$ cat src/rtl/loader_pkg.sv
// Shared definitions for the instruction-memory loader: FSM state encoding,
// packing width and the per-state status decode used by the FSM outputs.
package loader_pkg;

  localparam int BYTES_PER_WORD = 4;

  typedef enum logic [2:0] {
    IDLE,
    LEN_LO,
    LEN_HI,
    DATA,
    CHECK,
    DONE,
    ERR
  } state_t;

  typedef struct packed {
    logic in_ready;
    logic cpu_hold;
    logic done;
    logic error;
  } status_t;

  // Maps a state to the status outputs it presents while resident.
  function automatic status_t status_of(input state_t s);
    status_t st;
    st.in_ready = (s == LEN_LO) || (s == LEN_HI) || (s == DATA) || (s == CHECK);
    st.cpu_hold = (s != DONE);
    st.done     = (s == DONE);
    st.error    = (s == ERR);
    return st;
  endfunction

endpackage

$ cat src/rtl/imem_loader_byte_packer.sv
// Little-endian byte-to-word packer for the instruction-memory loader.
// Bytes shift in from the top so the first byte of a group lands in [7:0];
// a completed word is presented on word_data with a one-cycle word_valid.
// word_data only changes when a word completes, so it stays stable between
// strobes.
module byte_packer
  import loader_pkg::*;
(
  input  logic        clk,
  input  logic        reset,
  input  logic        clear,
  input  logic        byte_valid,
  input  logic [7:0]  byte_data,
  output logic [1:0]  lane,
  output logic        word_valid,
  output logic [31:0] word_data
);

  localparam logic [1:0] LAST_LANE = 2'(BYTES_PER_WORD - 1);

  logic [31:0] shift_reg;
  logic        word_complete;

  assign word_complete = byte_valid && !clear && (lane == LAST_LANE);

  // Lane counter and partial-word shift register; a stall simply holds both.
  always_ff @(posedge clk or negedge reset) begin
    if (!reset) begin
      lane      <= 2'd0;
      shift_reg <= 32'd0;
    end else if (clear) begin
      lane      <= 2'd0;
      shift_reg <= 32'd0;
    end else if (byte_valid) begin
      lane      <= lane + 2'd1;
      shift_reg <= {byte_data, shift_reg[31:8]};
    end
  end

  // Registers the completed word and its one-cycle strobe.
  always_ff @(posedge clk or negedge reset) begin
    if (!reset) begin
      word_valid <= 1'b0;
      word_data  <= 32'd0;
    end else begin
      word_valid <= word_complete;
      if (word_complete) begin
        word_data <= {byte_data, shift_reg[31:8]};
      end
    end
  end

endmodule

$ cat src/rtl/imem_loader.sv
// Instruction-memory loader: receives a length-prefixed byte stream,
// packs it into 32-bit words and writes them to instruction memory while
// holding the CPU in reset. Defining LOADER_CHECKSUM_EN adds a trailing
// XOR checksum byte that must match before the load is declared done.
module imem_loader
  import loader_pkg::*;
#(
  parameter int DEPTH  = 64,
  parameter int ADDR_W = 6
) (
  input  logic              clk,
  input  logic              reset,
  input  logic              start,
  input  logic              in_valid,
  input  logic [7:0]        in_data,
  output logic              in_ready,
  output logic              imem_we,
  output logic [ADDR_W-1:0] imem_addr,
  output logic [31:0]       imem_wdata,
  output logic              cpu_hold,
  output logic              done,
  output logic              error
);

  localparam logic [1:0] LAST_LANE = 2'(BYTES_PER_WORD - 1);

  state_t          state;
  state_t          state_n;
  logic            accept;
  logic            take;
  logic [7:0]      len_lo;
  logic [15:0]     len;
  logic [15:0]     len_new;
  logic [ADDR_W:0] word_cnt;
  logic [1:0]      lane;
  logic            last_byte;
  logic            pack_valid;

  assign accept     = in_valid && in_ready;
  assign take       = accept && !start;
  assign len_new    = {in_data, len_lo};
  assign last_byte  = (lane == LAST_LANE) && (16'(word_cnt) == (len - 16'd1));
  assign pack_valid = take && (state == DATA);

`ifdef LOADER_CHECKSUM_EN
  localparam state_t AFTER_LOAD = CHECK;

  logic [7:0] csum;

  // Running XOR of both length bytes and every payload byte.
  always_ff @(posedge clk or negedge reset) begin
    if (!reset) begin
      csum <= 8'd0;
    end else if (start) begin
      csum <= 8'd0;
    end else if (take && ((state == LEN_LO) || (state == LEN_HI) || (state == DATA))) begin
      csum <= csum ^ in_data;
    end
  end
`else
  localparam state_t AFTER_LOAD = DONE;
`endif

  // Next-state decode; start overrides everything, including a byte in flight.
  always_comb begin
    state_n = state;
    if (start) begin
      state_n = LEN_LO;
    end else begin
      case (state)
        LEN_LO: begin
          if (accept) state_n = LEN_HI;
        end
        LEN_HI: begin
          if (accept) begin
            if (len_new > 16'(DEPTH)) begin
              state_n = ERR;
            end else if (len_new == 16'd0) begin
              state_n = AFTER_LOAD;
            end else begin
              state_n = DATA;
            end
          end
        end
        DATA: begin
          if (accept && last_byte) state_n = AFTER_LOAD;
        end
`ifdef LOADER_CHECKSUM_EN
        CHECK: begin
          if (accept) state_n = (in_data == csum) ? DONE : ERR;
        end
`endif
        default: begin
          state_n = state;
        end
      endcase
    end
  end

  // State register with status outputs registered from the next state.
  always_ff @(posedge clk or negedge reset) begin
    if (!reset) begin
      state    <= IDLE;
      in_ready <= 1'b0;
      cpu_hold <= 1'b1;
      done     <= 1'b0;
      error    <= 1'b0;
    end else begin
      state <= state_n;
      {in_ready, cpu_hold, done, error} <= status_of(state_n);
    end
  end

  // Length capture, word counter and write address for the next strobe.
  always_ff @(posedge clk or negedge reset) begin
    if (!reset) begin
      len_lo    <= 8'd0;
      len       <= 16'd0;
      word_cnt  <= '0;
      imem_addr <= '0;
    end else if (start) begin
      len_lo   <= 8'd0;
      len      <= 16'd0;
      word_cnt <= '0;
    end else if (take) begin
      case (state)
        LEN_LO: len_lo <= in_data;
        LEN_HI: len    <= len_new;
        DATA: begin
          if (lane == LAST_LANE) begin
            imem_addr <= word_cnt[ADDR_W-1:0];
            word_cnt  <= word_cnt + 1'b1;
          end
        end
        default: begin
          len <= len;
        end
      endcase
    end
  end

  byte_packer u_packer (
    .clk        (clk),
    .reset      (reset),
    .clear      (start),
    .byte_valid (pack_valid),
    .byte_data  (in_data),
    .lane       (lane),
    .word_valid (imem_we),
    .word_data  (imem_wdata)
  );

endmodule

$ cat config.mk
export PLATFORM = sky130hd
export DESIGN_NAME = imem_loader
export DESIGN_NICKNAME = d
export VERILOG_FILES = /design/src/rtl/loader_pkg.sv /design/src/rtl/imem_loader_byte_packer.sv /design/src/rtl/imem_loader.sv
export SDC_FILE = /design/constraint.sdc
export NUM_CORES = 1
export LEC_CHECK = 0
export CORE_ASPECT_RATIO = 1.25
export CORE_MARGIN = 2
export CORE_UTILIZATION = 55
export CTS_CLUSTER_DIAMETER = 30
export CTS_CLUSTER_SIZE = 40
export DETAILED_ROUTE_END_ITERATION = 16
export GPL_TIMING_DRIVEN = 0
export PLACE_DENSITY = 0.78
export SYNTH_ARGS = -nofsm -noshare
export SYNTH_HDL_FRONTEND = slang
export SYNTH_HIERARCHICAL = 1
export SYNTH_SLANG_ARGS = --single-unit
$ cat constraint.sdc
create_clock -name clk -period 2.8 [get_ports clk]
set_input_delay 0.84 -clock clk [delete_from_list [all_inputs] [get_ports clk]]
set_output_delay 0.84 -clock clk [all_outputs]
set_load 0.05 [all_outputs]
# Word-level counts from Yosys, hierarchy flattened
# Index checks and enable logic that the tools add are counted.
[totals]
in_bits = 12
n_memories = 0
out_inout_bits = 43
latch_bits = 0
reg_bits = 111
rom_bits = 0
elab_cells = 73
ram_bits = 0
[classes]
n_eq_ne = 12
bitwise = 1
muxes = 21
n_shift = 0
mul = 0
n_lt_le_gt_ge = 1
n_div = 0
addsub = 3
n_reduce_logical = 22
[ops]
columns = ["cell", "n"]
rows = [
  ["$mux W32", 2],
  ["$mux W16", 3],
  ["$mux W7", 4],
  ["$mux W8", 3],
  ["$mux W3", 6],
  ["$eq A7 B16 Y1", 1],
  ["$gt A16 B7 Y1 const B", 1],
  ["$logic_not A16 Y1", 1],
  ["$sub A16 B1 Y16 const B", 1],
  ["$eq A3 B2 Y1 const B", 4],
  ["$reduce_bool A2 Y1", 6],
  ["$eq A3 B3 Y1 const B", 3],
  ["$pmux W3 S3", 1],
  ["$add A7 B1 Y7 const B", 1],
  ["$logic_and A1 B1 Y1", 7],
  ["$eq A3 B1 Y1 const B", 2],
  ["$mux W2", 2],
  ["$reduce_and A2 Y1", 2],
  ["$reduce_and A4 Y1", 1],
  ["$logic_or A1 B1 Y1", 3],
  ["$ne A3 B3 Y1 const B", 1],
  ["$reduce_and A3 Y1", 1],
  ["$add A2 B1 Y2 const B", 1],
  ["$eq A2 B2 Y1 const B", 1],
  ["other kinds (2)", 2],
]

# Logic depth before layout (Yosys ltp)
# Gate-level depths: netlist (run 1).
[logic_depth]
depth_word = 11
ltp_mapped = 10
depth_no_buf = 9

# Cells and area by module
# The synthesis (run 1) kept the hierarchy.
[by_module_without_submodules]
columns = ["module", "area_per_inst_um2", "cells_per_inst", "seq_area_each_um2", "n_inst"]
rows = [
  ["byte_packer", 2413.6, 155, 1476.4, 1],
  ["imem_loader", 2367.3, 265, 1102.3, 1],
]

# Worst setup path before layout (run 1)
# OpenSTA, ideal clock, no wires.
[synth_path]
path_kind = "reg-to-reg"
startpoint = "register len[0]"
endpoint = "register cpu_hold"
t_required_ns = 2.706
path_slack_ns = 0.355
stages_incl_launch_ff = 11
t_arrival_ns = 2.351
path_buffers = 1
period_less_slack_ns = 2.445
path_cell_list = "dfrtp_1 -> inv_1 -> ha_1 -> buf_6 -> xor2_1 -> or3_1 -> a32o_1 -> a211oi_2 -> and3_2 -> o21ai_1 -> or4_1"
[synth_between]
elab_chain_len = 8
[synth_rtl]
columns = ["element", "line_no", "source"]
rows = [
  ["start, declared", "imem_loader.sv:32", "logic [15:0] len;"],
  ["start signal, assigned", "imem_loader.sv:128", "LEN_HI: len <= len_new;"],
  ["start signal, assigned", "imem_loader.sv:136", "len <= len;"],
  ["$sub A16 B1 Y16", "imem_loader.sv:42", "assign last_byte = (lane == LAST_LANE) && (16'(word_cnt) == (len - 16'd1));"],
  ["$eq A7 B16 Y1", "imem_loader.sv:42", ""],
  ["$logic_and A1 B1 Y1", "imem_loader.sv:42", ""],
  ["$logic_and A1 B1 Y1", "imem_loader.sv:86", "if (accept && last_byte) state_n = AFTER_LOAD;"],
  ["$mux W3", "imem_loader.sv:86", ""],
  ["$pmux W3 S3", "imem_loader.sv:70", "case (state)"],
  ["$mux W3", "imem_loader.sv:67", "if (start) begin"],
  ["$ne A3 B3 Y1", "loader_pkg.sv:28", "st.cpu_hold = (s != DONE);"],
  ["end signal, assigned", "imem_loader.sv:110", "{in_ready, cpu_hold, done, error} <= status_of(state_n);"],
  ["end, declared", "imem_loader.sv:20", "output logic cpu_hold,"],
]
# No other way between the ends.
# A chain may end at the register's enable or synchronous reset.

# Worst setup path after layout (run 1)
[layout_path]
startpoint = "input port in_data[5]"
endpoint = "register cpu_hold"
[layout_between]
elab_chain_len = 7
[layout_rtl]
columns = ["element", "line_no", "source"]
rows = [
  ["start, declared", "imem_loader.sv:15", "input logic [7:0] in_data,"],
  ["branches (longest 2 deep; another with $gt A16 B7 Y1)", "-", ""],
  ["$mux W3 *", "imem_loader.sv:76", "if (len_new > 16'(DEPTH)) begin"],
  ["$mux W3 *", "imem_loader.sv:75", "if (accept) begin"],
  ["$pmux W3 S3 *", "imem_loader.sv:70", ""],
  ["$mux W3 *", "imem_loader.sv:67", ""],
  ["$ne A3 B3 Y1 *", "loader_pkg.sv:28", ""],
]
# Mark *: on every way between the ends.

==> impl_metrics.yaml, run 1 <==
synth:
  ys_warn_count: 6
  synth_top_area_share_pct: 53.4
  async_flop_share_pct: 100
  synth-edff-count: 0
  synth-simple-area-share_pct: 15.5
  synth_top_family_by_area: "multiplexers"
  synthCells: 420
  seq_area_frac_synth_pct: 53.9
  syn_avg_cell_area_um2: 11.4
  ys_top_cells_by_count: "102 x dfrtp_1, 52 x nand2_1, 42 x nor2_1, 29 x mux2_4, 27 x a21oi_1"
  synth-adder-area-share_pct: 0.785
  synthMuxAreaShare_pct: 16.2
  synthXorXnorAreaFrac_pct: 2.38
  ys_types: 52
  ys.flop_type: "dfrtp_1"
  syn_area_mm2: 0.00478
  synth.area.top_cells: "dfrtp_1 53%, mux2_4 9.1%, mux2i_1 5.4%"
  synth.most_common_cell: "dfrtp_1"
  ys_seq_elements: 103
  synth_top_cell_by_area: "dfrtp_1"
  synth_compound_area_share_pct: 7.54
  syn_nets: 435
critical_path:
  required_ns: 3.09
  critical_path_class: "input port to register"
  crit_fanout: 5
  arrival_ns: 3.02
  endpoint_kind: "register"
  worst_setup_path_start_kind: "input port"
sta:
  period_needed_ns: 2.73
  slew_headroom_pct: 50.9
  slew_violations: 0
  fin_crit_sh_pct: 97.4
  rsz0062_at_grt: "false"
  setup_violations: 0
  finalClockSkew_ns: 0.0118
  fmax_mhz: 367
  hold_violations: 0
  fin_setup_tns_ns: 0
  whs_ns: 0.499
  worst_slew_pin_slew_ns: 0.737
placement:
  gp_congestion: 0.895
  dp_hpwl_mm: 7.37
  dpl_cell_area_mm2: 0.00546
  numPortBuffers: 53
worst_hold_path:
  min-delay-path-class: "input port to asynchronous set/reset pin"
global_route:
  grt_pass1_wl_mm: 17.2
  grt_use_met1_pct: 29.1
  grtUsageTotal_pct: 23.6
  grt-busiest-layer: "met2"
  grt_pass1_vias: 3597
  grt_antenna_before_repair: 0
  met3_usage_pct: 4.12
  grt-ovfl-total: 0
  use_met2_pct: 39.7
  grt_max_degree: 58
cells_and_area:
  largest_register_ffs: 32
  fin_area_mm2: 0.00570
  drive_above_1_share_pct: 16.7
  finalNetCount: 501
  syn2layout_area_growth_pct: 19.2
  antenna_cells: 0
floorplanning:
  core_mm2: 0.00856
  die_y_um: 108
  dieArea_mm2: 0.00946
  row_count: 38
  start_util_pct: 55.9
  die_w_um: 87.4
  ios: 55
run:
  max_cap_viol_count: 0
route:
  drtIter0Drc: 213
  drt_first_pass_iters: 4
  antenna_left: 0
  drc_errors: 0
  vias: 3483
  wirelength_mm: 10.6
  wl_per_cell_um: 17.9
  via_per_inst: 5.89
power:
  ir_worst_vdd_uv: 476
  power_density_mw_per_mm2: 482
  power.leakage_nw: 2.65
  total_power_mw: 2.75
outcome:
  status: "complete, no violations"
clock_network:
  cts-htree-levels: 3
  clk_pin_slew_worst_paths_ns: 0.10
  cts_made_buffers: 9
  cts.sinks: 103
  tritoncts: "built"
  clock_latency_ns: 0.38
  cts_root_buf: "clkbuf_8"
  cts_buffer_depth: 2
area by class of cell:
type	instances	area, um2
clock inverter	5	60.1
sequential	103	2580
multi-input combinational	286	2060
timing repair buffer	55	564
clock buffer	11	131
inverter	10	37.5
fill	644	2860
tap	100	125
buffer	21	138
what timing repair did:
item,CTS,global route
gates resized for setup,4,6
buffers inserted,0,1
pin swaps,0,3
endpoints found under the setup margin,2,2
hold buffers,0,0
cloned,0,0
critical path: stages:
cell	delay, ns
clkdlybuf4s50_1	0.58
nor3_1	0.30
nand3_2	0.16
a2111oi_2	0.36
o21ba_2	0.19
nor2_1	0.06
or4_1	0.53
cells in the final DEF, fill, tap and decap left out, types with 7 or more instances in the layout:
| cell type | instances |
|---|---|
| a21oi_1 | 27 |
| dfrtp_1 | 101 |
| nand2_1 | 52 |
| mux2i_1 | 26 |
| o21ai_0 | 7 |
| or3_1 | 7 |
| inv_1 | 10 |
| mux2_4 | 29 |
| nor2_1 | 42 |
| nand4_1 | 7 |
| nor3_1 | 9 |
| nand3_1 | 10 |
| clkbuf_1 | 12 |
| clkbuf_8 | 9 |
| clkdlybuf4s50_1 | 50 |
| xnor2_1 | 7 |
| mux2_2 | 7 |
where the power goes:
group | switching (mW) | leakage, nW | total, mW | internal, mW
clock | 0.503 | 0.0935 | 0.919 | 0.416
sequential | 0.0332 | 1.42 | 1.55 | 1.51
combinational | 0.181 | 1.13 | 0.282 | 0.101
total | 0.718 | 2.65 | 2.75 | 2.03
routing by layer:
metal / share of wire (%) / wire length, um
met4: 3.2 / 337
met3: 4.6 / 486
met1: 41 / 4290
met2: 52 / 5480
met5: 0 / 0
stage by stage:
stage / setup WS (ns) / instances / util [%]
after global placement: -2.80 / 573 / 63.5
after global routing: 0.000624 / 591 / 66.6
final: 0.0718 / 591 / 66.6
after floorplan: 0.355 / 420 / -
after detailed placement: -0.452 / 574 / 63.8
after CTS: 0.0271 / 590 / 66.2
worst paths after layout:
check	end	cells after the start	from	slack [ns]
worst max-delay path	cpu_hold	7	in_data[5]	0.07
worst min-delay path	imem_addr[5]	1	reset	0.50
worst max register to register	cpu_hold	10	len[0]	0.13
worst min register to register	imem_addr[2]	2	imem_addr[2]	0.50
max in group asynchronous	u_packer/word_data[22]	2	reset	1.59
min in group clk	imem_addr[2]	2	imem_addr[2]	0.50
cell families (layout without fill, tap and decap cells):
| kind of cell | Yosys count | after routing |
|---|---|---|
| adders and majority gates | 3 | 3 |
| xor gates and xnor gates | 13 | 13 |
| buffers and inverters | 31 | 102 |
| and+or+nand+nor | 152 | 152 |
| AOI/OAI and AO/OA | 56 | 56 |
| muxes | 62 | 62 |
| DFF | 103 | 103 |
No activity file was read; power rests on OpenSTA's default activity.
==> inputs of run 2 (changes only) <==
--- a/config.mk
+++ b/config.mk
@@ -5,7 +5,7 @@
 export SDC_FILE = /design/constraint.sdc
 export NUM_CORES = 1
 export LEC_CHECK = 0
-export CORE_ASPECT_RATIO = 1.25
+export CORE_ASPECT_RATIO = 1.5
 export CORE_MARGIN = 2
 export CORE_UTILIZATION = 55
 export CTS_CLUSTER_DIAMETER = 30
==> run 2 against run 1 <==
Against the previous run:
- via count shrank 2.3%
- combinational power about the same
- clock power up 36%
- non-clock buffer count did not move
- power increased by 12%
- sequential share of layout area fell by 0.90 points
- highest routed layer unchanged
- die area up 0.11%
- critical endpoint is now in_ready
- count of clock-buffer cells in the layout stayed put
- fmax grew 0.33%
- first-iteration DRC count decreased by 11%
==> impl_metrics.yaml, run 2 (synthesis gave the netlist of run 1 again) <==
outcome:
  status: "complete, no violations"
power:
  seqPwrFrac_pct: 50.3
  swShare_pct: 24.3
  p_clk_share_pct: 40.5
  p_switching_uw: 748
  power_density_mw_per_mm2: 530
  p_comb_share_pct: 9.2
  ir_worst_vdd_uv: 509
  p_int_mw: 2.33
  power.leakage_nw: 2.70
  total_power_mw: 3.08
route:
  dr_wl_met2_mm: 5.92
  drc_errors: 0
  vias: 3404
  met3_length_um: 360
  wl_per_cell_um: 18.1
  wirelength_mm: 10.8
  dr.max_layer_used: "met4"
  antenna_left: 0
  met1_length_mm: 4.25
  drtIter0Drc: 189
  drt_first_pass_iters: 4
  via_per_inst: 5.69
cells_and_area:
  finalNetCount: 501
  syn2layout_area_growth_pct: 21.6
  antenna_cells: 0
  fill_cells: 615
  drive_above_1_share_pct: 16.9
  largest_register_ffs: 32
  layout_common_cells: "101 x dfrtp_1, 52 x nand2_1, 49 x clkdlybuf4s50_1"
  layout_commonest_cell: "dfrtp_1"
critical_path:
  regToRegSetupSlack_ns: 0.15
  critical_path_class: "input port to register"
  endpoint_kind: "register"
  cp_slowest_cell: "clkdlybuf4s50_1"
  reg2reg_depth: 10
  crit_buf_inv: 1
  reg2reg_to: "cpu_hold"
  cp_top_family: "simple AND/OR/NAND/NOR gates"
  crit_fanout: 5
  rr_startpoint: "len[0]"
  slowest_delay_ns: 0.55
  arrival_ns: 2.94
  required_ns: 3.02
  cp_cell_sequence: "clkdlybuf4s50_1 -> nor3_2 -> nand3_2 -> nor4_2 -> o211a_1 -> nor2b_1 -> a211oi_1 -> or3_1"
  worst_setup_path_start_kind: "input port"
sta:
  hold_violations: 0
  finalClockSkew_ns: 0.00627
  period_needed_ns: 2.72
  slew_headroom_pct: 50.6
  fin_setup_tns_ns: 0
  fmax_mhz: 368
  rsz0062_at_grt: "false"
  setup_violations: 0
  fin_crit_sh_pct: 97.1
  slew_violations: 0
  worst_slew_pin_slew_ns: 0.735
global_route:
  grt_pass1_vias: 3531
  grt_antenna_before_repair: 0
  grt_max_degree: 77
  grtUsageTotal_pct: 24.3
  grt_pass1_wl_mm: 17.6
  grt-ovfl-total: 0
floorplanning:
  row_count: 41
  dieArea_mm2: 0.00947
  start_util_pct: 56.8
  core_mm2: 0.00841
  ios: 55
  die_w_um: 80.1
  die_y_um: 118
clock_network:
  clock_latency_ns: 0.34
  clk_pin_slew_worst_paths_ns: 0.07
  cts.sinks: 103
  cts_made_buffers: 9
  cts_buffer_depth: 2
  cts-htree-levels: 3
  cts_root_buf: "clkbuf_16"
  tritoncts: "built"
worst_hold_path:
  min-delay-path-class: "input port to asynchronous set/reset pin"
placement:
  gp_congestion: 0.863
  dp_hpwl_mm: 7.58
  numPortBuffers: 53
run:
  max_cap_viol_count: 0
run 2: area by class of cell:
class | count | area, um2 | share of cell area (%)
Inverter | 10 | 37.5 | 0.646
Tap cell | 107 | 134 | 2.30
Timing Repair Buffer | 55 | 563 | 9.68
Multi-Input combinational cell | 286 | 2060 | 35.5
Sequential cell | 103 | 2580 | 44.4
Clock inverter | 5 | 57.6 | 0.990
Clock buffer | 11 | 243 | 4.17
Buffer | 21 | 138 | 2.37
run 2: stage by stage:
stage | instance area (um2) | util (%) | setup WS [ns] | instances | hold WS [ns]
2_1_floorplan | 4780 | - | 0.355 | 420 | 0.480
3_3_place_gp | 5450 | 64.7 | -2.74 | 580 | 0.461
3_5_place_dp | 5470 | 65.0 | -0.474 | 581 | 0.476
4_1_cts | 5790 | 68.8 | -0.00828 | 597 | 0.413
5_1_grt | 5810 | 69.1 | 0.0223 | 598 | 0.431
6_report | 5810 | 69.1 | 0.0807 | 598 | 0.408
run 2: how the worst max path moves through the flow:
stage / start / slack [ns] / endpoint / cells after the start
after floorplan: len[0] / 0.36 / cpu_hold / 10
after global placement: reset / -2.74 / u_packer/word_data[26] / 1
after detailed placement: in_valid / -0.47 / in_ready / 8
after CTS: in_valid / -0.008 / in_ready / 8
after global routing: in_data[6] / 0.02 / cpu_hold / 7
final: in_data[6] / 0.08 / in_ready / 8
run 2: layer usage:
layer	global-route usage (%)	vias to the layer above
li1	-	1598
met1	28.8	1697
met2	42.5	84
met3	5.19	25
met4	9.22	0
met5	0	-
run 2: what timing repair did:
item / 4_1_cts / 5_1_grt
endpoints found under the setup margin: 2 / 2
hold buffers: 0 / 0
gates resized for setup: 6 / 5
gates cloned: 0 / 0
hold endpoints to repair: 0 / 0
setup buffers: 0 / 1
pin swaps: 0 / 3
run 2: power by group through the flow:
stage | registers [mW] | logic, mW | clock network [mW]
floorplan | 1.58 | 0.151 | 0
global placement | 1.57 | 0.254 | 0
detailed placement | 1.57 | 0.268 | 0
CTS | 1.55 | 0.275 | 1.26
global route | 1.55 | 0.308 | 1.33
finish | 1.55 | 0.285 | 1.25
==> inputs of run 3 (changes only) <==
--- a/config.mk
+++ b/config.mk
@@ -6,7 +6,7 @@
 export NUM_CORES = 1
 export LEC_CHECK = 0
 export CORE_ASPECT_RATIO = 1.5
-export CORE_MARGIN = 2
+export CORE_MARGIN = 4
 export CORE_UTILIZATION = 55
 export CTS_CLUSTER_DIAMETER = 30
 export CTS_CLUSTER_SIZE = 40
==> run 3 against run 2 <==
Against the previous run:
- via count increased by 0.44%
- worst setup slack improved by 0.010 ns
- global-route usage decreased by 2.5 points
- clock skew increased by 0.0011 ns
- final area unchanged
- combinational power decreased by 3%
- critical path type unchanged
- largest cell class unchanged
==> impl_metrics.yaml, run 3 (synthesis gave the netlist of run 1 again) <==
critical_path:
  crit_fanout: 5
  endpoint_kind: "register"
  required_ns: 3.06
  arrival_ns: 2.97
  worst_setup_path_start_kind: "input port"
  critical_path_class: "input port to register"
route:
  vias: 3419
  drc_errors: 0
  wirelength_mm: 10.7
  via_per_inst: 5.72
  antenna_left: 0
  wl_per_cell_um: 17.9
  drtIter0Drc: 199
  drt_first_pass_iters: 4
floorplanning:
  dieArea_mm2: 0.0103
  core_mm2: 0.00846
  ios: 55
  die_w_um: 84.1
  die_y_um: 122
  row_count: 41
  start_util_pct: 56.5
cells_and_area:
  layout_common_cells: "101 x dfrtp_1, 52 x nand2_1, 49 x clkdlybuf4s50_1"
  fin_area_mm2: 0.00581
  drive_above_1_share_pct: 16.9
  fill_cells: 617
  regArea_mm2: 0.00258
  antenna_cells: 0
  syn2layout_area_growth_pct: 21.6
  layout_commonest_cell: "dfrtp_1"
  finalNetCount: 501
  largest_register_ffs: 32
  utilization_pct: 68.7
  multiInputGateArea_mm2: 0.00206
  stdcell_count: 598
placement:
  dp_hpwl_mm: 7.61
  dpl_cell_area_mm2: 0.00547
  gp_congestion: 0.888
  numPortBuffers: 53
  dpl.cell_count: 581
clock_network:
  clk_pin_slew_worst_paths_ns: 0.07
  cts.sinks: 103
  cts_made_buffers: 9
  clock_latency_ns: 0.34
  cts_root_buf: "clkbuf_16"
  hold_buffers: 0
  cts_buffer_depth: 2
  tritoncts: "built"
  cts-htree-levels: 3
global_route:
  grt_pass1_vias: 3600
  grt-ovfl-total: 0
  grt_pass1_wl_mm: 17.6
  grt_max_degree: 77
  grtUsageTotal_pct: 21.8
  grt_antenna_before_repair: 0
sta:
  hold_violations: 0
  slew_headroom_pct: 51.4
  fin_crit_sh_pct: 96.7
  fin_setup_tns_ns: 0
  worst_slew_pin_slew_ns: 0.724
  slew_violations: 0
  fmax_mhz: 369
  period_needed_ns: 2.71
  setup_violations: 0
  finalClockSkew_ns: 0.00740
power:
  total_power_mw: 3.08
  power.leakage_nw: 2.70
  power_density_mw_per_mm2: 529
  ir_worst_vdd_uv: 423
run:
  max_cap_viol_count: 0
worst_hold_path:
  min-delay-path-class: "input port to asynchronous set/reset pin"
outcome:
  status: "complete, no violations"
run 3: changes by cell type in the layout (fill, tap and decap cells not counted), sizes merged:
cell	previous run	this run
clkinv	1	2
clkinvlp	3	1
inv	10	11
run 3: worst paths after layout:
path / startpoint / cells past startpoint / slack, ns / endpoint
min reg2reg: imem_addr[2] / 2 / 0.48 / imem_addr[2]
min: reset / 1 / 0.41 / word_cnt[0]
max in group asynchronous: reset / 2 / 1.68 / len[0]
max: in_data[1] / 7 / 0.09 / cpu_hold
min in group clk: imem_addr[2] / 2 / 0.48 / imem_addr[2]
max reg2reg: len[0] / 10 / 0.15 / cpu_hold
run 3: final cells by class:
| class | count | area share (%) |
|---|---|---|
| Sequential cell | 103 | 44.4 |
| Multi-Input combinational cell | 286 | 35.5 |
| Timing Repair Buffer | 55 | 9.68 |
| Clock buffer | 11 | 4.17 |
| Buffer | 21 | 2.37 |
| Tap cell | 107 | 2.30 |
| Clock inverter | 5 | 0.968 |
| Inverter | 10 | 0.646 |
run 3: repair_timing:
action	CTS	global route
endpoints found under the setup margin	2	2
gates cloned	0	0
resized for setup	5	6
pin swaps	1	2
setup buffers	0	1
run 3: metal layers:
| metal | vias up | part of all wire [%] | GRT usage (%) |
|---|---|---|---|
| met3 | 21 | 3.2 | 4.33 |
| met5 | - | 0 | 0 |
| met2 | 83 | 54 | 38.5 |
| met1 | 1724 | 41 | 25.8 |
| li1 | 1591 | - | - |
| met4 | 0 | 2.4 | 9.15 |
run 3: stage by stage:
step / worst slack (ns) / hold slack (ns)
5_1_grt: -0.0270 / 0.437
3_5_place_dp: -0.499 / 0.472
4_1_cts: 0.00593 / 0.422
6_report: 0.0912 / 0.414
2_1_floorplan: 0.355 / 0.480
3_3_place_gp: -2.73 / 0.462
run 3: report_power, final:
group	switching [mW]	leakage [nW]	internal [mW]	total [mW]
Sequential	0.0322	1.42	1.51	1.55
Combinational	0.176	1.14	0.100	0.277
Clock	0.534	0.146	0.718	1.25
run 3: critical path, cell delays in order:
cell	delay [ns]
clkdlybuf4s50_1	0.53
nor4_2	0.25
nand3_2	0.16
a2111oi_1	0.40
o21ba_2	0.20
nor2_1	0.06
or4_1	0.51
